==> config.mk <==
export PLATFORM = sky130hd
export DESIGN_NAME = rdma_traffic_gen
export DESIGN_NICKNAME = d
export VERILOG_FILES = /design/src/rtl/rdma_traffic_gen.sv
export SDC_FILE = /design/constraint.sdc
export NUM_CORES = 1
export LEC_CHECK = 0
export ABC_AREA = 1
export CAP_MARGIN = 0
export CORE_AREA = 2 2 623 625
export DETAILED_ROUTE_END_ITERATION = 10
export DIE_AREA = 0 0 625 627
export HOLD_SLACK_MARGIN = 0.02
export PLACE_DENSITY = 0.3
export RECOVER_POWER = 25
export SETUP_SLACK_MARGIN = 0.5
export SLEW_MARGIN = 5
export SYNTH_ARGS = -nofsm -noshare
export SYNTH_HDL_FRONTEND = slang
export SYNTH_SLANG_ARGS = --single-unit
==> constraint.sdc <==
create_clock -name ap_clk -period 7.5 [get_ports ap_clk]
set_input_delay 0.75 -clock ap_clk [delete_from_list [all_inputs] [get_ports ap_clk]]
set_output_delay 0.75 -clock ap_clk [all_outputs]
set_load 0.005 [all_outputs]
==> src/rtl/rdma_traffic_gen.sv <==
// rdma_traffic_gen: issues a configured number of RDMA READ/WRITE work requests
// round-robin across NUM_QP queue pairs. It streams WRITE payload beats and caps
// in-flight requests using tx_status completions.
// Ports:
//   ap_clk / areset          clock, synchronous active-high reset
//   ap_start/ap_idle/ap_done host run control (rising edge of ap_start starts a run)
//   cfg_*                    run configuration, latched at start
//   m_axis_tx_meta_*         work-request stream to the RoCE stack
//   m_axis_tx_data_*         WRITE payload stream
//   s_axis_tx_status_*       completion stream (payload ignored, always ready)
//   stat_issued/completed    per-run counters; err_underflow is sticky
module rdma_traffic_gen #(
  parameter int unsigned META_W          = 256,
  parameter int unsigned DATA_W          = 512,
  parameter int unsigned STATUS_W        = 512,
  parameter int unsigned NUM_QP          = 4,
  parameter int unsigned MAX_OUTSTANDING = 8
) (
  input  logic                  ap_clk,
  input  logic                  areset,
  input  logic                  ap_start,
  output logic                  ap_idle,
  output logic                  ap_done,
  input  logic [2:0]            cfg_opcode,
  input  logic [23:0]           cfg_qpn_base,
  input  logic [4:0]            cfg_len_log2,
  input  logic [31:0]           cfg_num_reqs,
  output logic                  m_axis_tx_meta_tvalid,
  input  logic                  m_axis_tx_meta_tready,
  output logic [META_W-1:0]     m_axis_tx_meta_tdata,
  output logic [META_W/8-1:0]   m_axis_tx_meta_tkeep,
  output logic                  m_axis_tx_meta_tlast,
  output logic                  m_axis_tx_data_tvalid,
  input  logic                  m_axis_tx_data_tready,
  output logic [DATA_W-1:0]     m_axis_tx_data_tdata,
  output logic [DATA_W/8-1:0]   m_axis_tx_data_tkeep,
  output logic                  m_axis_tx_data_tlast,
  input  logic                  s_axis_tx_status_tvalid,
  output logic                  s_axis_tx_status_tready,
  input  logic [STATUS_W-1:0]   s_axis_tx_status_tdata,
  input  logic [STATUS_W/8-1:0] s_axis_tx_status_tkeep,
  input  logic                  s_axis_tx_status_tlast,
  output logic [31:0]           stat_issued,
  output logic [31:0]           stat_completed,
  output logic                  err_underflow
);

  localparam int unsigned BYTES_LOG2 = $clog2(DATA_W / 8);
  localparam int unsigned OUT_W      = 8;
  localparam int unsigned QP_W       = 8;
  localparam int unsigned CNT_W      = 32;
  localparam int unsigned ADDR_W     = 48;
  localparam int unsigned REP        = DATA_W / 32;

  typedef enum logic [2:0] {S_IDLE, S_ISSUE, S_DATA, S_DRAIN, S_DONE} state_e;

  state_e              state_q, state_d;
  logic                start_r_q, start_r_d;
  logic                write_q, write_d;
  logic [23:0]         qpn_base_q, qpn_base_d;
  logic [CNT_W-1:0]    len_q, len_d;
  logic [CNT_W-1:0]    last_beat_q, last_beat_d;
  logic [CNT_W-1:0]    num_q, num_d;
  logic [CNT_W-1:0]    issued_q, issued_d;
  logic [CNT_W-1:0]    completed_q, completed_d;
  logic [OUT_W-1:0]    outstanding_q, outstanding_d;
  logic [ADDR_W-1:0]   offset_q, offset_d;
  logic [QP_W-1:0]     qp_idx_q, qp_idx_d;
  logic [CNT_W-1:0]    beat_q, beat_d;
  logic                err_q, err_d;
  logic                ap_idle_q, ap_idle_d;
  logic                ap_done_q, ap_done_d;
  logic                meta_valid_q, meta_valid_d;
  logic [META_W-1:0]   meta_data_q, meta_data_d;
  logic                data_valid_q, data_valid_d;
  logic                data_last_q, data_last_d;
  logic [DATA_W-1:0]   data_data_q, data_data_d;

  logic                meta_hs, data_hs, status_ok;
  logic [4:0]          eff_log2;
  logic                status_unused;

  assign status_unused = ^{s_axis_tx_status_tdata, s_axis_tx_status_tkeep, s_axis_tx_status_tlast};

  // Next-state, counters and registered output values.
  always_comb begin
    state_d       = state_q;
    start_r_d     = ap_start;
    write_d       = write_q;
    qpn_base_d    = qpn_base_q;
    len_d         = len_q;
    last_beat_d   = last_beat_q;
    num_d         = num_q;
    issued_d      = issued_q;
    completed_d   = completed_q;
    outstanding_d = outstanding_q;
    offset_d      = offset_q;
    qp_idx_d      = qp_idx_q;
    beat_d        = beat_q;
    err_d         = err_q;

    meta_hs   = meta_valid_q & m_axis_tx_meta_tready;
    data_hs   = data_valid_q & m_axis_tx_data_tready;
    // A completion at zero outstanding is only legal if a request is issued in the same cycle.
    status_ok = s_axis_tx_status_tvalid & ((outstanding_q != '0) | meta_hs);
    eff_log2  = (cfg_len_log2 < 5'(BYTES_LOG2)) ? 5'(BYTES_LOG2) : cfg_len_log2;

    if (status_ok) begin
      completed_d = completed_q + CNT_W'(1);
    end else if (s_axis_tx_status_tvalid) begin
      err_d = 1'b1;
    end

    if (meta_hs && !status_ok) begin
      outstanding_d = outstanding_q + OUT_W'(1);
    end else if (!meta_hs && status_ok) begin
      outstanding_d = outstanding_q - OUT_W'(1);
    end

    case (state_q)
      S_IDLE: begin
        if (ap_start && !start_r_q) begin
          write_d       = (cfg_opcode == 3'd1);
          qpn_base_d    = cfg_qpn_base;
          len_d         = CNT_W'(1) << eff_log2;
          last_beat_d   = (CNT_W'(1) << (eff_log2 - 5'(BYTES_LOG2))) - CNT_W'(1);
          num_d         = cfg_num_reqs;
          issued_d      = '0;
          completed_d   = '0;
          outstanding_d = '0;
          offset_d      = '0;
          qp_idx_d      = '0;
          err_d         = 1'b0;
          state_d       = S_ISSUE;
        end
      end
      S_ISSUE: begin
        if (meta_hs) begin
          issued_d = issued_q + CNT_W'(1);
          offset_d = offset_q + ADDR_W'(len_q);
          qp_idx_d = (qp_idx_q == QP_W'(NUM_QP - 1)) ? '0 : qp_idx_q + QP_W'(1);
          if (write_q) begin
            beat_d  = '0;
            state_d = S_DATA;
          end
        end else if (issued_q == num_q) begin
          state_d = S_DRAIN;
        end
      end
      S_DATA: begin
        if (data_hs) begin
          if (beat_q == last_beat_q) begin
            state_d = S_ISSUE;
          end else begin
            beat_d = beat_q + CNT_W'(1);
          end
        end
      end
      S_DRAIN: begin
        if (outstanding_q == '0) begin
          state_d = S_DONE;
        end
      end
      S_DONE:  state_d = S_IDLE;
      default: state_d = S_IDLE;
    endcase

    // Valid can only rise while stalled, never fall, since outstanding only drops without a handshake.
    meta_valid_d = (state_d == S_ISSUE) && (issued_d < num_d) &&
                   (outstanding_d < OUT_W'(MAX_OUTSTANDING));
    data_valid_d = (state_d == S_DATA);
    data_last_d  = (beat_d == last_beat_d);
    data_data_d  = {REP{beat_d}};
    ap_idle_d    = (state_d == S_IDLE);
    ap_done_d    = (state_d == S_DONE);

    meta_data_d            = '0;
    meta_data_d[2:0]       = write_d ? 3'd1 : 3'd0;
    meta_data_d[26:3]      = qpn_base_d + 24'(qp_idx_d);
    meta_data_d[74:27]     = offset_d;
    meta_data_d[122:75]    = offset_d;
    meta_data_d[154:123]   = len_d;
  end

  // State and datapath registers.
  always_ff @(posedge ap_clk) begin
    if (areset) begin
      state_q       <= S_IDLE;
      start_r_q     <= 1'b0;
      write_q       <= 1'b0;
      qpn_base_q    <= '0;
      len_q         <= '0;
      last_beat_q   <= '0;
      num_q         <= '0;
      issued_q      <= '0;
      completed_q   <= '0;
      outstanding_q <= '0;
      offset_q      <= '0;
      qp_idx_q      <= '0;
      beat_q        <= '0;
      err_q         <= 1'b0;
      ap_idle_q     <= 1'b1;
      ap_done_q     <= 1'b0;
      meta_valid_q  <= 1'b0;
      meta_data_q   <= '0;
      data_valid_q  <= 1'b0;
      data_last_q   <= 1'b0;
      data_data_q   <= '0;
    end else begin
      state_q       <= state_d;
      start_r_q     <= start_r_d;
      write_q       <= write_d;
      qpn_base_q    <= qpn_base_d;
      len_q         <= len_d;
      last_beat_q   <= last_beat_d;
      num_q         <= num_d;
      issued_q      <= issued_d;
      completed_q   <= completed_d;
      outstanding_q <= outstanding_d;
      offset_q      <= offset_d;
      qp_idx_q      <= qp_idx_d;
      beat_q        <= beat_d;
      err_q         <= err_d;
      ap_idle_q     <= ap_idle_d;
      ap_done_q     <= ap_done_d;
      meta_valid_q  <= meta_valid_d;
      meta_data_q   <= meta_data_d;
      data_valid_q  <= data_valid_d;
      data_last_q   <= data_last_d;
      data_data_q   <= data_data_d;
    end
  end

  assign ap_idle                 = ap_idle_q;
  assign ap_done                 = ap_done_q;
  assign m_axis_tx_meta_tvalid   = meta_valid_q;
  assign m_axis_tx_meta_tdata    = meta_data_q;
  assign m_axis_tx_meta_tkeep    = '1;
  assign m_axis_tx_meta_tlast    = 1'b1;
  assign m_axis_tx_data_tvalid   = data_valid_q;
  assign m_axis_tx_data_tdata    = data_data_q;
  assign m_axis_tx_data_tkeep    = '1;
  assign m_axis_tx_data_tlast    = data_last_q;
  assign s_axis_tx_status_tready = 1'b1;
  assign stat_issued             = issued_q;
  assign stat_completed          = completed_q;
  assign err_underflow           = err_q;

endmodule

Word-level counts from Yosys, hierarchy flattened --
Index checks and enable logic that the tools add are counted.
Storage, ports and cells: output and inout port bits 936, input bits 647, bits in registers 1059
Cells by class: shift-type cells 2, bitwise logic cells 4, multiplexer cells 46, reductions and logical operators 12, add/subtract/negate cells 10, order comparisons 3, equality and inequality tests 11
Operators with widths (count):
- two-way mux 32 bit | 15
- one-hot mux 32 bit (2 select lines) | 2
- adder 32 x 1 -> 32 bit (second input constant) | 3
- equality test 32 bit | 3
- two-way mux 48 bit | 2
- one-hot mux 48 bit (2 select lines) | 1
- << shifter 1 x 5 -> 32 bit (first input constant) | 2
- two-way mux 8 bit | 7
- adder 48 x 32 -> 48 bit | 1
- two-way mux 24 bit | 2
- < comparator 32 bit | 1
- subtractor 32 x 2 -> 32 bit (second input constant) | 1
- adder 24 x 8 -> 24 bit | 1
- two-way mux 3 bit | 7
- adder 8 x 1 -> 8 bit (second input constant) | 2
- one-hot mux 8 bit (2 select lines) | 1
- one-hot mux 3 bit (4 select lines) | 1
- equality test 3 x 1 -> 1 bit (second input constant) | 3
- equality test 3 x 2 -> 1 bit (second input constant) | 3
- equality test 8 x 2 -> 1 bit (second input constant) | 1
- logical NOT 8 bit | 1
- < comparator 8 x 4 -> 1 bit (second input constant) | 1
- nonzero test 8 bit | 1
- subtractor 8 x 1 -> 8 bit (second input constant) | 1
- 10 further kinds | 25

Longest topological paths before layout --
depth in word-level cells 10, depth in mapped cells 29, depth with buffers taken out 28

Worst setup path after synthesis --
No wires, ideal clock.
path type input -> register, start point input ap_start, end point register meta_data_q[25], in the netlist m_axis_tx_meta_tdata[25], data arrival time 4.151 ns, setup time 0.122 ns, setup slack 3.227 ns, required time 7.378 ns, cell stages on the path 26, path through inv_1 nor2_1 inv_1 nor2_4 inv_1 clkbuf_1 clkbuf_1 clkbuf_1 o21ai_0 inv_1 ha_1 inv_1 fa_1 o21ai_0 nand2_1 inv_1 or2_2 a21oi_1 o21ai_0 nand2_1 nor3_2 nand2_1 nor2_1 nand2_1 o31ai_1 nand2_1
On the way: cells in the longest elaborated chain, start to end 4, elaborated cells on any way between the ends 6, those cells by class add/sub: 1; mux: 4; reduce/logical: 1
Ends and longest elaborated chain:
- from (decl) | line 21 | input logic ap_start,
- logical AND 1 bit | line 122 | if (ap_start && !start_r_q) begin
- two-way mux 24 bit | line 122
- two-way mux 24 bit | line 120 | case (state_q)
- named net qpn_base_d[0] | line 60 | logic [23:0] qpn_base_q, qpn_base_d;
- adder 24 x 8 -> 24 bit | line 179 | meta_data_d[26:3] = qpn_base_d + 24'(qp_idx_d);
- to (signal assigned) | line 227 | meta_data_q <= meta_data_d;
- to (decl) | line 74 | logic [META_W-1:0] meta_data_q, meta_data_d;
The timed path passes the listed nets, and every way through them passes these cells. A chain may end at the register's enable or synchronous reset.

Worst setup path in the final report --
start point input areset, end point register issued_q[14], in the netlist stat_issued[14]
RTL lines:
- from (decl) | line 20 | input logic areset,
- to (signal assigned) | line 217 | issued_q <= issued_d;
- to (decl) | line 64 | logic [CNT_W-1:0] issued_q, issued_d;
No word-level cell between the ends.

==> summary.txt <==
GRT
  • Largest net degree at the start of global routing: 64
  • Antenna violations before repair: 43
  • Vias in the first global route: roughly 22000
  • First-pass GRT wire length: between 150 and 200 mm
  • Total track usage: under 10%
  • Overflow after GRT: 0

Clocking
  • Num Clock Sinks: about 320
  • # hold bufs at CTS: 0
  • Setup bufs post-CTS: 0
  • CTS resizes: 0
  • TritonCTS clock tree: yes
  • Root Driver: clkbuf_16
  • Clk_lat worst skew: roughly 0.64 ns
  • Max clock buf depth: 3
  • Worst-path clk slew: around 0.07 ns
  • CTS Buf Count: between 40 and 50
  • Clock H-tree levels: 2

Floorplan
  • Initial Util: 6.54%
  • Top-Level Pins: roughly 1600
  • Cell row count: between 200 and 250
  • Core area: 385000 µm²
  • Die W: approximately 630 µm
  • DIE HEIGHT: 627 µm
  • Die area: 392000 µm²

Yosys
  • Synth Instances: roughly 3800
  • Yosys reg bits: around 320
  • Cell taking the most area after synthesis: dfxtp_1
  • Yosys top cell area share: 25.1%
  • Sequential cell area fraction in the yosys report: about 25%
  • Post-synth top cells: nand2_1 (771), buf_4 (730), nor2_1 (424)
  • Netlist Area Pre-Place: 25200 µm²
  • Main synth FF type: dfxtp_1
  • Top cells by area, synth: dfxtp_1 (25%), buf_4 (22%), nand2_1 (12%), nor2_1 (6.3%), inv_1 (5.3%)
  • Ys Warns: 0
  • Syn Area/Cell: 6.62 µm²
  • Yosys cell types: 58
  • Ys async rst share: 0%
  • Number of flops mapped to enable cells by yosys: 0
  • Most frequent cell after synthesis: nand2_1

Worst setup path
  • Reg-to-reg setup timing slack: 2.48 ns
  • Crit-path cells: clkbuf_1 > clkbuf_1 > nor4_1
  • Most frequent CP cell: clkbuf_1
  • FF-to-FF path depth: 22
  • Crit path kind: in -> reg
  • Worst-path fanout max: 63
  • Critical Path AT: 6.12 ns
  • Req. time, crit path: 7.87 ns
  • Critical Path Max Stage Delay: between 2 and 3 ns
  • Setup crit start kind: primary input
  • Reg2Reg Capture Point: m_axis_tx_meta_tdata[25]
  • Worst R2R Start: state_q[0]
  • Crit path max-delay cell type: clkbuf_1
  • CP Capture Type: register

Timing
  • Tcrit/Tclk final: 76.7%
  • Setup Viol. Count Final: 0
  • Worst setup margin: 1.75 ns
  • Worst Skew: 0.0427 ns
  • Worst Max-Slew Pin Slew: between 3 and 4 ns
  • Slew Limit Fails: 212
  • Max-slew headroom: -157%
  • Setup_tns: 0 ns
  • Final Hold Violating Endpoints: 0
  • Min Tclk post-route: about 5.8 ns
  • RSZ-0062 raised after global routing: false
  • Fmax: between 150 and 200 MHz

Routing
  • Wire length after detailed routing: ~130 mm
  • Detailed Route Iter0 Violations: between 1000 and 1500
  • First-pass DRT Iterations: 5
  • Vias per cell: roughly 2.6
  • Vias: between 20000 and 25000
  • Drc violations: 0
  • Routed Antenna Nets: 0
  • Wirelength per Cell: between 10 and 15 µm

Hold path
  • Hold Path Depth: 2
  • Hold Crit Endpoint: len_q[0]
  • HP Class: reg -> reg
  • Hold path startpoint: len_q[0]

Layout
  • Post-layout nets: ~4800
  • Final Cell Area: between 30000 and 40000 µm²
  • Share of layout cells above drive strength 1: between 4 and 5%
  • Synth-to-Final Area Change: 44.2%

Placement
  • Gpl congestion: between 0.7 and 0.8
  • Place WS: 1.56 ns
  • DP HPWL: 110 mm
  • IO Port Bufs: roughly 800
  • Placed cell areas: approximately 35000 µm²

Run
  • MaxCap Viol Count: 4

Status
  • Failing checks: max-capacitance violations, max-slew violations
  • Outcome: finished with violations

Pwr
  • Max VDD drop: between 0.1 and 0.15 mV
  • LEAKAGE: 13.6 nW
  • Power Density: 154 nW/µm²
[critical path, delay by kind of cell]
| kind | cells | cell delay, ns |
|---|---|---|
| simple gates | 1 | 0.22 |
| buf+inv | 2 | 5.10 |
[metrics by stage]
| stage | std cells | hold slack, ns | util, % | power, W |
|---|---|---|---|---|
| floorplan | 4002 | 0.452 | - | 0.00280 |
| global placement | 9066 | 0.458 | 9.01 | 0.00334 |
| detailed placement | 9066 | 0.467 | 9.01 | 0.00332 |
| CTS | 9146 | 0.479 | 9.41 | 0.00576 |
| global route | 9159 | 0.513 | 9.41 | 0.00592 |
| finish | 9181 | 0.473 | 9.43 | 0.00557 |
[cell type report]
cell class / count / area (µm²)
clock inverters: 19 / 302
multi-input cells: 2484 / 12300
inverters: 366 / 1380
well taps: 5060 / 6330
flip-flops and latches: 315 / 6320
repair buffers: 841 / 8300
clock buffers: 61 / 1250
diodes: 35 / 87.6
fillers: 44900 / 349000
[routing by layer]
metal  vias to the layer above  GRT usage, %  wire, µm
met3                       108          1.01      6390
met4                        10          1.38      2430
met1                     11200          7.19     52400
met2                       800          12.8     73200
met5                         -             0        68
li1                      11900             -         -
[where the power goes]
part | switching (W) | leakage (nW) | internal (W) | total [W]
Clock | 0.000944 | 0.760 | 0.00141 | 0.00236
Sequential | 0.000123 | 2.57 | 0.00176 | 0.00189
Combinational | 0.000771 | 10.3 | 0.000558 | 0.00133
Total | 0.00184 | 13.6 | 0.00373 | 0.00557
[flip-flops by register name, indices dropped and copies added, names as in the netlist]
register               flops
last_beat_q               32
m_axis_tx_meta_tvalid      1
stat_completed            32
m_axis_tx_data_tdata       1
start_r_q                  1
len_q                     32
num_q                     32
outstanding_q              8
m_axis_tx_meta_tdata      26
qp_idx_q                   8
offset_q                  47
err_underflow              1
ap_idle                    1
m_axis_tx_data_tlast       1
qpn_base_q                24
m_axis_tx_data_tvalid      1
beat_q                    31
ap_done                    1
stat_issued               32
state_q                    3
[how the worst max path moves through the flow]
stage,startpoint,to,depth (start not counted)
2_1_floorplan,ap_start,m_axis_tx_meta_tdata[25],26
3_3_place_gp,ap_start,m_axis_tx_meta_tdata[25],24
3_5_place_dp,ap_start,m_axis_tx_meta_tdata[25],24
4_1_cts,ap_start,m_axis_tx_meta_tdata[25],23
5_1_grt,areset,stat_issued[14],3
6_report,areset,stat_issued[14],3
[cell families after synthesis]
group	count (synthesis)	synth area share [%]
xor gates and xnor gates	72	2.51
adders and majority gates	80	4.04
AOI/OAI and AO/OA	505	11.3
other	2	0.0298
and+or+nand+nor	1603	27.0
DFF	315	25.1
buffers and inverters	1203	29.1
muxes	23	0.915
[placed cells by master, fill, tap and decap left out, drive strengths merged, types with 6 or more instances in the layout]
| master | n |
|---|---|
| mux2i | 23 |
| o21ai | 173 |
| conb | 201 |
| nor2 | 430 |
| nand3b | 15 |
| diode | 35 |
| o21a | 11 |
| a21oi | 201 |
| nor3 | 51 |
| clkbuf | 67 |
| dlygate4sd3 | 228 |
| xor2 | 40 |
| a31oi | 17 |
| o31ai | 9 |
| a211oi | 10 |
| xnor2 | 32 |
| bufinv | 7 |
| nor4 | 27 |
| ha | 78 |
| nand3 | 201 |
| nand2 | 773 |
| clkdlybuf4s50 | 575 |
| inv | 365 |
| buf | 32 |
| nand4 | 59 |
| o22ai | 17 |
| clkinv | 11 |
| dfxtp | 315 |
| o211ai | 29 |
| a21o | 6 |
| or2 | 36 |
No activity file was read; power rests on OpenSTA's default activity.
